## config.mk

```make
export PLATFORM = sky130hd
export DESIGN_NAME = planificador_ascensor
export DESIGN_NICKNAME = d
export VERILOG_FILES = /design/src/rtl/planificador_pkg.sv /design/src/rtl/planificador_ascensor_buscador.sv /design/src/rtl/planificador_ascensor.sv
export SDC_FILE = /design/constraint.sdc
export NUM_CORES = 1
export LEC_CHECK = 0
export CAP_MARGIN = 20
export CORE_ASPECT_RATIO = 1.5
export CORE_MARGIN = 1.5
export CORE_UTILIZATION = 40
export DETAILED_ROUTE_END_ITERATION = 7
export PLACE_DENSITY = 0.68
export REMOVE_ABC_BUFFERS = 1
export SLEW_MARGIN = 30
export SYNTH_ARGS = -nofsm -noshare
export SYNTH_HDL_FRONTEND = slang
export SYNTH_SLANG_ARGS = --single-unit
```

## constraint.sdc

```tcl
create_clock -name clk -period 3.26 [get_ports clk]
set_clock_uncertainty 0.15 [all_clocks]
set_input_delay 0.326 -clock clk [delete_from_list [all_inputs] [get_ports clk]]
set_output_delay 0.326 -clock clk [all_outputs]
set_load 0.02 [all_outputs]
```

## src/rtl/planificador_pkg.sv

```systemverilog
// Shared types and encodings for the elevator floor-request scheduler.
package planificador_pkg;

    typedef enum logic [2:0] {
        REPOSO   = 3'd0,
        SUBIENDO = 3'd1,
        BAJANDO  = 3'd2,
        PUERTAS  = 3'd3,
        FALLA    = 3'd4
    } estado_t;

    typedef enum logic {
        DIR_SUBE = 1'b0,
        DIR_BAJA = 1'b1
    } dir_t;

    localparam logic [1:0] MOTOR_PARO = 2'b00;
    localparam logic [1:0] MOTOR_SUBE = 2'b01;
    localparam logic [1:0] MOTOR_BAJA = 2'b10;

    function automatic logic [1:0] motor_de(input estado_t e);
        case (e)
            SUBIENDO: motor_de = MOTOR_SUBE;
            BAJANDO:  motor_de = MOTOR_BAJA;
            default:  motor_de = MOTOR_PARO;
        endcase
    endfunction

endpackage

```

## src/rtl/planificador_ascensor_buscador.sv

```systemverilog
// Combinational search for pending requests above/below the car, plain and with one index masked.
module buscador_pendientes
    import planificador_pkg::*;
#(
    parameter int unsigned N_PISOS = 10,
    parameter int unsigned W       = 4
) (
    input  logic [N_PISOS-1:0] pendientes,
    input  logic [W-1:0]       piso,
    input  logic [W-1:0]       mascara,
    output logic               arriba_c,
    output logic               abajo_c,
    output logic               arriba_m_c,
    output logic               abajo_m_c
);

    always_comb begin
        arriba_c   = 1'b0;
        abajo_c    = 1'b0;
        arriba_m_c = 1'b0;
        abajo_m_c  = 1'b0;
        for (int i = 0; i < int'(N_PISOS); i++) begin
            if (pendientes[i]) begin
                if (W'(i) > piso) arriba_c = 1'b1;
                if (W'(i) < piso) abajo_c  = 1'b1;
                if (W'(i) != mascara) begin
                    if (W'(i) > piso) arriba_m_c = 1'b1;
                    if (W'(i) < piso) abajo_m_c  = 1'b1;
                end
            end
        end
    end

endmodule

```

## src/rtl/planificador_ascensor.sv

```systemverilog
// SCAN elevator scheduler: latches requests, tracks position, drives motor and door requests.
// Optional watchdog fault state is built when PLAN_WATCHDOG_EN is defined.
module planificador_ascensor
    import planificador_pkg::*;
#(
    parameter int unsigned N_PISOS   = 10,
    parameter int unsigned WD_CICLOS = 1024
) (
    input  logic                       clk,
    input  logic                       rst,
    input  logic [N_PISOS-1:0]         botones,
    input  logic [N_PISOS-1:0]         pisos,
    input  logic                       puertas_listo,
    output logic                       abrir,
    output logic [1:0]                 motor,
    output logic [N_PISOS-1:0]         pendientes,
    output logic [$clog2(N_PISOS)-1:0] piso_actual,
    output logic                       trabajando,
    output logic                       falla
);

    localparam int unsigned W = $clog2(N_PISOS);

    estado_t            estado, estado_sig;
    dir_t               dir, dir_sig;
    logic [W-1:0]       idx_c;
    logic               en_piso_c, llegada_c, borrar_c;
    logic               arriba_c, abajo_c, arriba_m_c, abajo_m_c;
    logic               wd_disparo_c;
    logic [N_PISOS-1:0] pend_sig_c;

    // Binary index of the active floor sensor
    always_comb begin
        idx_c = '0;
        for (int i = 0; i < int'(N_PISOS); i++) begin
            if (pisos[i]) idx_c = W'(i);
        end
    end

    assign en_piso_c  = $onehot(pisos);
    assign llegada_c  = en_piso_c && ((pisos & pendientes) != '0);
    assign borrar_c   = (estado == PUERTAS) && puertas_listo;
    assign pend_sig_c = (pendientes | botones) &
                        ~(borrar_c ? (N_PISOS'(1) << piso_actual) : '0);

    buscador_pendientes #(.N_PISOS(N_PISOS), .W(W)) u_buscador (
        .pendientes (pendientes),
        .piso       (piso_actual),
        .mascara    (piso_actual),
        .arriba_c   (arriba_c),
        .abajo_c    (abajo_c),
        .arriba_m_c (arriba_m_c),
        .abajo_m_c  (abajo_m_c)
    );

    always_comb begin
        estado_sig = estado;
        dir_sig    = dir;
        case (estado)
            REPOSO: begin
                if (en_piso_c && pisos[piso_actual] && pendientes[piso_actual]) begin
                    estado_sig = PUERTAS;
                end else if (arriba_c) begin
                    estado_sig = SUBIENDO;
                    dir_sig    = DIR_SUBE;
                end else if (abajo_c) begin
                    estado_sig = BAJANDO;
                    dir_sig    = DIR_BAJA;
                end
            end
            SUBIENDO: begin
                if (llegada_c)                            estado_sig = PUERTAS;
                else if (en_piso_c && pisos[N_PISOS-1])   estado_sig = REPOSO;
            end
            BAJANDO: begin
                if (llegada_c)                    estado_sig = PUERTAS;
                else if (en_piso_c && pisos[0])   estado_sig = REPOSO;
            end
            PUERTAS: begin
                // The served floor is masked out; keep direction first, then reverse
                if (puertas_listo) begin
                    if (dir == DIR_SUBE) begin
                        if (arriba_m_c) begin
                            estado_sig = SUBIENDO;
                        end else if (abajo_m_c) begin
                            estado_sig = BAJANDO;
                            dir_sig    = DIR_BAJA;
                        end else begin
                            estado_sig = REPOSO;
                        end
                    end else begin
                        if (abajo_m_c) begin
                            estado_sig = BAJANDO;
                        end else if (arriba_m_c) begin
                            estado_sig = SUBIENDO;
                            dir_sig    = DIR_SUBE;
                        end else begin
                            estado_sig = REPOSO;
                        end
                    end
                end
            end
`ifdef PLAN_WATCHDOG_EN
            FALLA:   estado_sig = FALLA;
`endif
            default: estado_sig = REPOSO;
        endcase
        if (wd_disparo_c) estado_sig = FALLA;
    end

    // State, request latch, position and registered outputs
    always_ff @(posedge clk or posedge rst) begin
        if (rst) begin
            estado      <= REPOSO;
            dir         <= DIR_SUBE;
            pendientes  <= '0;
            piso_actual <= '0;
            motor       <= MOTOR_PARO;
            abrir       <= 1'b0;
            trabajando  <= 1'b0;
        end else begin
            estado     <= estado_sig;
            dir        <= dir_sig;
            pendientes <= pend_sig_c;
            if (en_piso_c) piso_actual <= idx_c;
            motor      <= motor_de(estado_sig);
            abrir      <= (estado_sig == PUERTAS);
            trabajando <= (estado_sig != REPOSO);
        end
    end

`ifdef PLAN_WATCHDOG_EN
    localparam int unsigned WDW = $clog2(WD_CICLOS + 1);

    logic [WDW-1:0]     wd_cnt;
    logic [N_PISOS-1:0] pisos_q;
    logic               en_marcha_c;

    assign en_marcha_c  = (estado == SUBIENDO) || (estado == BAJANDO);
    assign wd_disparo_c = en_marcha_c && (wd_cnt == WDW'(WD_CICLOS));

    // Motion watchdog: restarts on any sensor change or state change
    always_ff @(posedge clk or posedge rst) begin
        if (rst) begin
            wd_cnt  <= '0;
            pisos_q <= '0;
            falla   <= 1'b0;
        end else begin
            pisos_q <= pisos;
            falla   <= (estado_sig == FALLA);
            if ((estado_sig != estado) || (pisos != pisos_q)) begin
                wd_cnt <= '0;
            end else if (en_marcha_c && (wd_cnt != WDW'(WD_CICLOS))) begin
                wd_cnt <= wd_cnt + WDW'(1);
            end
        end
    end
`else
    assign wd_disparo_c = 1'b0;
    assign falla        = 1'b0;
`endif

endmodule

```

==> results.ini <==
[cts]
numCtsBuffers = 3
clock_sinks = 22
cts-hold-fix-buffers = 0
ctsHtreeMaxLevel = 1
cts_buffer_depth = 2
clkTransAtPathRegs_ps = 80
insertion_delay_ps = 270
clockRootBuffer = clkbuf_8
cts_tree = done

[global_routing]
top_usage_layer = met2
grt.met3_usage_pct = 1.838
grt_max_degree = 27
use_met1_pct = 32.05
grt_pass1_wl_mm = 7.465
grt_use_met2_pct = 36.07
antenna_found_initial = 0
grt_pass1_vias = 1596
grt-ovfl-total = 0
grt_use_total_pct = 22.75

[place]
hpwl_mm = 3.255
port_buffers = 40
dp.cells = 288
gp_congestion = 0.8207

[layout]
final_layout_size_suffix_gt1_share_pct = 22.80
fillers = 371
fin_cells = 295
regArea_um2 = 550.5
final_common_cell = clkdlybuf4s50_1
multi_input_area_um2 = 1025
final_nets = 282
final_cell_mix = 34 x clkdlybuf4s50_1, 22 x dfrtp_1, 21 x nor2_1, 18 x nand2_1
syn_to_final_growth_pct = 40.83
utilization_pct = 58.29
antenna_cells = 0

[die]
io_pins = 42
die_w_um = 55.03
dieArea_um2 = 4459
die_h_um = 81.04
core_um2 = 3924
rows = 28
initial_core_util_pct = 41.39

[run_status]
outcome = finished with violations
violations = setup timing

[critical_path]
reg2reg_depth = 7
critical_path_buf_inv_count = 6
critPathSlowestCell = fa_1
cp-end-kind = register
startpoint_type = input pin
path_common_cell = fa_1
cp_num_cells = 17
worstPathRequired_ps = 3330
crit_fanout = 5
crit_type = input pin to register
worst_ep_arrival_time_ps = 3970
path_cells = buf_8 > fa_1 > fa_1 > inv_2 > fa_1 > inv_1 > ha_2 > inv_2 > fa_2 > a2111o_1 > a21o_4 > buf_6 > a211oi_4 > buf_4 > o31ai_2 > nand3_2 > and2_4
cp_top_family = adder cells
crit_path_max_incr_delay_ps = 530

[sta]
slew_headroom_pct = 44.24
max_freq_mhz = 256.0
post-route-min-period_ps = 3907
hold_viol = 0
min_period_over_period_pct = 119.8
whs_ps = 326.1
grt_setup_unrepaired = true
worstMarginPinSlew_ps = 836.5
setup_violations = 11
fin_setup_tns_ps = -4882
finalWorstSetupSlack_ps = -646.5
maxSlewViolCount = 0

[yosys]
postSynthCellCount = 194
yosysWarnings = 0
ys_seq_area_share_pct = 33.90
async_flop_share_pct = 100.0
synth_cell_types = 56
synth_edf_count = 0
synth_flop_cell = dfrtp_1
syn_avg_cell_area_um2 = 8.371
ys_ff_latch = 22
netlist_area_um2 = 1624

[drt]
wl_per_cell_um = 15.67
route.vias.total = 1658
via_per_inst = 5.620
drtIter0Drc = 52
wirelength_mm = 4.624
dr.pass1.iters = 5
drc = 0
ant_nets = 0

[flow_run]
maxCapViolations = 0

[min_path]
hp-class = input pin to register
hold_depth = 4

[power]
total_power_mw = 1.495
ir_worst_vdd_v = 0.0005292
power.density_nw_per_um2 = 653.6
p_leak_nw = 0.9363

[registers in the layout (all words and copies together), names as in the netlist]
name,flops
dir,1
trabajando,1
piso_actual,4
abrir,1
estado,3
motor,2
pendientes,10
[synthesized netlist by cell type (2+ instances only)]
cell,count,share of area [%]
dfrtp_1,22,34
nand2_1,22,5.1
nor2_1,21,4.9
a21oi_1,19,5.9
inv_1,18,4.2
o21ai_0,9,2.8
fa_1,6,7.4
nand3_1,6,1.8
nor3_1,5,1.5
o2111ai_1,4,2.2
a31oi_1,3,1.2
o31ai_1,3,1.4
a211oi_1,2,0.92
a22oi_2,2,1.5
and2_1,2,0.77
buf_2,2,0.62
buf_4,2,0.92
buf_6,2,1.4
ha_1,2,1.5
nand2_2,2,0.77
nand2b_1,2,0.77
nand4_1,2,0.77
o211ai_1,2,0.92
o21a_1,2,0.92
[cell type report]
cell class / count / area share [%]
Inverter: 19 / 3.118
Multi-Input combinational cell: 147 / 44.80
Clock buffer: 4 / 2.407
Tap cell: 45 / 2.462
Sequential cell: 22 / 24.07
Timing Repair Buffer: 58 / 23.14
[worst min-delay path: cells and delay by family]
kind / cells / cell delay [ps]
buffers and inverters: 2 / 250
AOI/OAI and AO/OA: 2 / 130
[per-stage QoR]
| stage | worst slack, ps | instance area (µm²) |
|---|---|---|
| floorplan | -767.8 | 1577 |
| finish | -646.5 | 2287 |
| detailed placement | -1370 | 2146 |
| CTS | -639.0 | 2222 |
| global placement | -1314 | 2146 |
| global route | -804.7 | 2287 |
[cell families (layout without fill, tap and decap cells)]
kind of cell | count (synthesis) | count (layout) | synth area share [%]
adders and majority gates | 8 | 8 | 8.937
and+or+nand+nor | 73 | 73 | 21.73
buffers and inverters | 26 | 81 | 7.549
AOI/OAI and AO/OA | 64 | 64 | 27.66
other | 1 | 2 | 0.2309
DFF | 22 | 22 | 33.90
[worst paths after layout]
check	end	startpoint	slack, ps
max in group asynchronous	piso_actual[3]	rst	2090
min in group asynchronous	pendientes[4]	rst	370
worst max-delay path	abrir	pisos[7]	-650
worst min-delay path	piso_actual[0]	pisos[9]	330
worst max register to register	abrir	piso_actual[1]	660
worst min register to register	dir	dir	450
[power breakdown]
group	total [mW]	internal [mW]	switching, mW
registers	0.494	0.329	0.165
clock network	0.201	0.108	0.0928
logic	0.800	0.376	0.424
[what timing repair did]
action / CTS / global route
buffers inserted: 3 / 0
pin swaps: 18 / 4
gates resized for setup: 33 / 20
setup endpoints to repair: 11 / 11
[routing by layer]
metal / vias up / routed length, µm
li1: 809 / -
met1: 773 / 1982
met2: 63 / 2293
met3: 13 / 235
met4: 0 / 112
met5: - / 0
(Power assumes the default switching activity.)
==> patch 1: new RTL, config.mk and constraints unchanged <==
`N_PISOS` is set to 10 in 2 places; all go to 9.
--- a/src/rtl/planificador_ascensor_buscador.sv
+++ b/src/rtl/planificador_ascensor_buscador.sv
@@ -4,3 +4,3 @@
 #(
-    parameter int unsigned N_PISOS = 10,
+    parameter int unsigned N_PISOS = 9,
     parameter int unsigned W       = 4
--- a/src/rtl/planificador_ascensor.sv
+++ b/src/rtl/planificador_ascensor.sv
@@ -5,3 +5,3 @@
 #(
-    parameter int unsigned N_PISOS   = 10,
+    parameter int unsigned N_PISOS   = 9,
     parameter int unsigned WD_CICLOS = 1024
Interface: changed (resized botones, pendientes and pisos); port bits go from 42 to 39. The function was not compared with the original's and may differ.
==> patch 1 against the unedited design <==
The run still ends with setup timing left. Final area fell by 2.0%. Total power fell by 3.5%. Synthesized cell count fell by 8.8%. Clock power fell by 13%. Sequential share of layout area fell by 0.62 points. Sequential cell count fell by 1. Final cell count fell by 8.5%. Routed wire length fell by 1.8%. Worst hold slack improved by 0.037 ns. Setup slack got worse by 0.12 ns. Area after synthesis fell by 3.5%. Via count fell by 5.8%. Register-to-register slack got worse by 0.03 ns. Critical path type unchanged. Critical endpoint is now motor[1].
==> patch 1: results (changes against the unedited design) <==
- Drt wl/cell: 16.82 µm (+7.3%)
- Top cells by area, synth: dfrtp_1, fa_1, nor2_1
- Register area share after synthesis: 0.3355 (-0.003520)
- GRT Util Overall: 0.2267 (-0.0007830)
- First-pass GRT wire length: 7251 µm (-2.9%)
- Synth cell count leaders: dfrtp_1, nor2_1, nand2_1
- Initial antenna violation count: 0 (unchanged)
- Pin count of the biggest net entering global routing: 22 (-19%)
- Adder-Cell Fraction of Synth Area: 0.08706 (-0.002308)
- Largest registers: pendientes: 9 flops, piso_actual: 4 flops, estado: 3 flops
- Clk buf depth: 2 (unchanged)
- Final WS setup: -0.7624 ns (-0.1159 ns)
- Switching share of power: 0.4489 (-0.007121)
- Worst VDD drop: 0.4233 mV (-20%)
- Port bufs: 37 (-7.5%)
- Crit path max fanout: 6 (+1)
- # setup viols final: 11 (unchanged)
- Netlist cell types: 50 (-11%)
- CTS root buf: clkbuf_8
- R2R depth: 6 (-1)
- Reg-to-reg endpoint: motor[0]
- DRT iter0 DRCs: 51 (-1.9%)
- Synth Area in Compound Gates: 0.2724 (-0.004215)
- Slew HR: 0.4584 (+0.01602)
- Hpwl dp: 3357 µm (+3.1%)
- Vias per inst: 5.785 (+2.9%)
- Hold crit path type: in -> async
- Failing checks: setup timing
- Vias in the first global route: 1569 (-1.7%)
- Multiplexer share of the synthesized area: 0.02157 (+0.02157)
- Layout net count: 256 (-9.2%)
- FF-to-FF setup slack: 0.63 ns (-0.03 ns)
- Worst Hold Margin: 0.3626 ns (+0.03651 ns)
- Outcome: finished, violations left
- Leak pwr: 0.8865 nW (-5.3%)
- GPL Wtd Cong: 0.9249 (+13%)
- Fill cell count: 329 (-11%)
- Arrival time worst endpoint: 4.07 ns (+0.10 ns)
- Share of layout cells above drive strength 1: 0.2247 (-0.003330)
## patch 1: cells by family (layout without fill, tap and decap cells)
family | count (synthesis) | count (layout)
flip-flops | 21 | 21
other | 1 | 2
multiplexers | 2 | 2
AO/OA/AOI/OAI | 57 | 57
buffers and inverters | 25 | 74
adder cells (fa/ha/maj) | 8 | 8
AND/OR/NAND/NOR | 63 | 63
## patch 1: worst max path at each step
stage	slack [ns]	to	from
floorplan	-0.89	motor[1]	pisos[0]
global route	-0.87	motor[1]	pisos[0]
finish	-0.76	motor[1]	pisos[0]
detailed placement	-1.61	motor[1]	pisos[0]
global placement	-1.42	motor[1]	pisos[0]
CTS	-0.82	motor[1]	pisos[3]
## patch 1: final cells by class
class                           instances  area share
Multi-Input combinational cell        132      0.4685
Sequential cell                        21      0.2345
Timing Repair Buffer                   55      0.2278
Inverter                               15     0.02513
Tap cell                               43     0.02401
Clock buffer                            4     0.02010
## patch 1: critical path: cells and delay by family
kind	cells	cell delay [ns]
simple gates	1	0.24
buf+inv	3	0.21
compound gates	5	1.03
fa+ha+maj	5	2.29
## patch 1: repair_timing
item / CTS / global route
endpoints found under the setup margin: 11 / 11
resized for setup: 30 / 12
pin swaps: 12 / 10
setup buffers: 2 / 2
## patch 1: metrics by stage
stage	cells	setup TNS, ns	instance area (µm²)	setup WS [ns]	power, mW
finish	270	-7.269	2241	-0.7624	1.443
detailed placement	262	-15.04	2038	-1.610	1.119
floorplan	168	-7.293	1509	-0.8926	0.8652
CTS	268	-7.113	2162	-0.8228	1.377
global placement	262	-13.42	2038	-1.415	1.096
global route	270	-8.401	2241	-0.8727	1.534
## patch 1: layer usage
layer / share of wire / GRT usage
met3: 0.044 / 0.01685
met5: 0 / 0
met2: 0.56 / 0.4037
met4: 0.018 / 0.08750
met1: 0.38 / 0.2720
## patch 1: power groups by stage
stage | registers, mW | logic (mW) | clock network [mW]
after floorplan | 0.489 | 0.376 | 0
after global placement | 0.469 | 0.627 | 0
after detailed placement | 0.473 | 0.646 | 0
after CTS | 0.470 | 0.731 | 0.175
after global routing | 0.487 | 0.861 | 0.187
final | 0.475 | 0.793 | 0.174
==> patch 2: new RTL, config.mk and constraints unchanged <==
Made on the original files. Register the inputs `botones` and `puertas_listo` before use, without a reset. The logic sees them one clock later. The other inputs are not delayed to match.
--- a/src/rtl/planificador_ascensor.sv
+++ b/src/rtl/planificador_ascensor.sv
@@ -23,2 +23,10 @@
 
+    logic [N_PISOS-1:0] botones_q;
+    logic puertas_listo_q;
+
+    always_ff @(posedge clk) begin
+        botones_q       <= botones;
+        puertas_listo_q <= puertas_listo;
+    end
+
     estado_t            estado, estado_sig;
@@ -41,4 +49,4 @@
     assign llegada_c  = en_piso_c && ((pisos & pendientes) != '0);
-    assign borrar_c   = (estado == PUERTAS) && puertas_listo;
-    assign pend_sig_c = (pendientes | botones) &
+    assign borrar_c   = (estado == PUERTAS) && puertas_listo_q;
+    assign pend_sig_c = (pendientes | botones_q) &
                         ~(borrar_c ? (N_PISOS'(1) << piso_actual) : '0);
@@ -80,3 +88,3 @@
                 // The served floor is masked out; keep direction first, then reverse
-                if (puertas_listo) begin
+                if (puertas_listo_q) begin
                     if (dir == DIR_SUBE) begin
Formal check against the unedited RTL: not equivalent (a bounded check fails within 4 cycles, from zero or initial values and one cycle with rst high).
==> patch 2 against the unedited design <==
Critical path type unchanged. Setup slack worse by 0.025 ns. Final cell count up 2.0%. Clock power up 55%. Critical endpoint is now motor[1]. The flow still finishes with violations (setup timing). Area after synthesis up 8.8%. Count of clock-buffer cells in the layout up 4. Sequential share of layout area up 7.4 points. Final area up 6.9%. Routed wire length down 5.7%. Sequential cell count up 11. Highest routed layer unchanged. Total power up 5.2%.
==> patch 2: results (changes against the unedited design) <==
- Cell Count, Final, Fillers Out: 301 (+2.0%)
- CP peak stage delay: 0.51 ns (-0.02 ns)
- Setup total negative slack: -4.319 ns (+0.5627 ns)
- Netlist cell types: 47 (-16%)
- GRT Util Overall: 0.1965 (-0.03101)
- Fill cell count: 380 (+2.4%)
- GPL Wtd Cong: 0.8242 (+0.43%)
- Final WS setup: -0.6715 ns (-0.02498 ns)
- Slew HR: 0.4468 (+0.004491)
- # diodes: 0 (unchanged)
- Hold crit path type: reg -> reg
- Pin count of the biggest net entering global routing: 23 (-15%)
- Leak pwr: 1.054 nW (+13%)
- Final Hold Viols: 0 (unchanged)
- DRT iter0 DRCs: 37 (-29%)
- Hold Crit Start: botones_q[9]
- Outcome: finished, violations left
- First-pass GRT wire length: 7403 µm (-0.83%)
- Total power: 1.572 mW (+5.2%)
- Switching share of power: 0.3795 (-0.07660)
- Synth cell count leaders: nor2_1, dfrtp_1, inv_1
- Worst-Skew Late Latency: 0.29 ns (+0.02 ns)
- Hpwl dp: 3209 µm (-1.4%)
- Synth Area in Compound Gates: 0.2089 (-0.06766)
- Arrival time worst endpoint: 3.96 ns (about the same)
- Failing checks: setup timing
- Combinational Power Share: 0.420 (-0.115)
- Multiplexer share of the synthesized area: 0.03116 (+0.03116)
- Adder-Cell Fraction of Synth Area: 0.08215 (-0.007215)
- Total routed wirelength: 4362 µm (-5.7%)
- Vias in the first global route: 1639 (+2.7%)
- Register area share after synthesis: 0.4363 (+0.09728)
- Post-place setup slack: -1.470 ns (-0.09955 ns)
- Top cells by area, synth: dfrtp_1, dfxtp_1, fa_1
- Post-synth ARST share: 0.6667 (-0.3333)
- # setup viols final: 11 (unchanged)
- Clock group: 0.311 mW (+55%)
- Largest registers: botones_q: 10 flops, pendientes: 10 flops, piso_actual: 4 flops
- Port bufs: 40 (unchanged)
- Share of layout cells above drive strength 1: 0.1765 (-0.05153)
- Num CTS Buffers: 5 (+2)
- Vias per inst: 5.525 (-1.7%)
- Placed Area: 2293 µm² (+6.9%)
- # H-tree levels: 2 (+1)
- Pre-antenna DRT Iters: 4 (-1)
- Worst VDD drop: 0.5264 mV (-0.54%)
-- patch 2: cell types whose count changed after synthesis, moves of 3 or more --
cell / change
nand2_1: -3
nand3_1: -6
a31oi_1: +4
a22oi_1: +3
dfxtp_1: +11
a21oi_1: -3
o2111ai_1: -3
nor2b_1: +5
-- patch 2: worst paths after layout --
check / end / slack, ns / cells past startpoint
min in group asynchronous: estado[2] / 0.35 / 2
max reg2reg: motor[0] / 0.68 / 8
min: pendientes[9] / 0.30 / 2
max: motor[1] / -0.67 / 15
max in group asynchronous: pendientes[4] / 2.09 / 2
min reg2reg: pendientes[9] / 0.30 / 2
-- patch 2: area by class of cell --
cell class                      instances  area, µm²  share of cell area
Timing Repair Buffer                   59      533.0              0.2179
Clock buffer                            8      90.09             0.03683
Inverter                               20      75.07             0.03069
Tap cell                               46      57.56             0.02353
Multi-Input combinational cell        135      919.6              0.3760
Sequential cell                        33      770.7              0.3151
-- patch 2: metal layers --
layer / global-route usage / vias up / part of all wire
met1: 0.2275 / 789 / 0.41
met4: 0.07400 / 0 / 0.020
met3: 0.05085 / 9 / 0.053
met5: 0 / - / 0
li1: - / 804 / -
met2: 0.3417 / 61 / 0.52
-- patch 2: cell families after synthesis --
| kind of cell | count (synthesis) |
|---|---|
| compound gates | 57 |
| fa+ha+maj | 8 |
| buf+inv | 26 |
| flops | 33 |
| mux | 3 |
| other cells | 1 |
| simple gates | 65 |
-- patch 2: critical path: cells and delay by family --
family / cells / cell delay (ns)
adders and majority gates: 5 / 1.95
buffers and inverters: 4 / 0.26
AOI/OAI and AO/OA: 2 / 0.51
and+or+nand+nor: 4 / 0.92
-- patch 2: what timing repair did --
action,CTS,global route
setup endpoints to repair,11,11
resized for setup,32,9
setup buffers,1,4
gates cloned,0,0
pin swaps,11,4
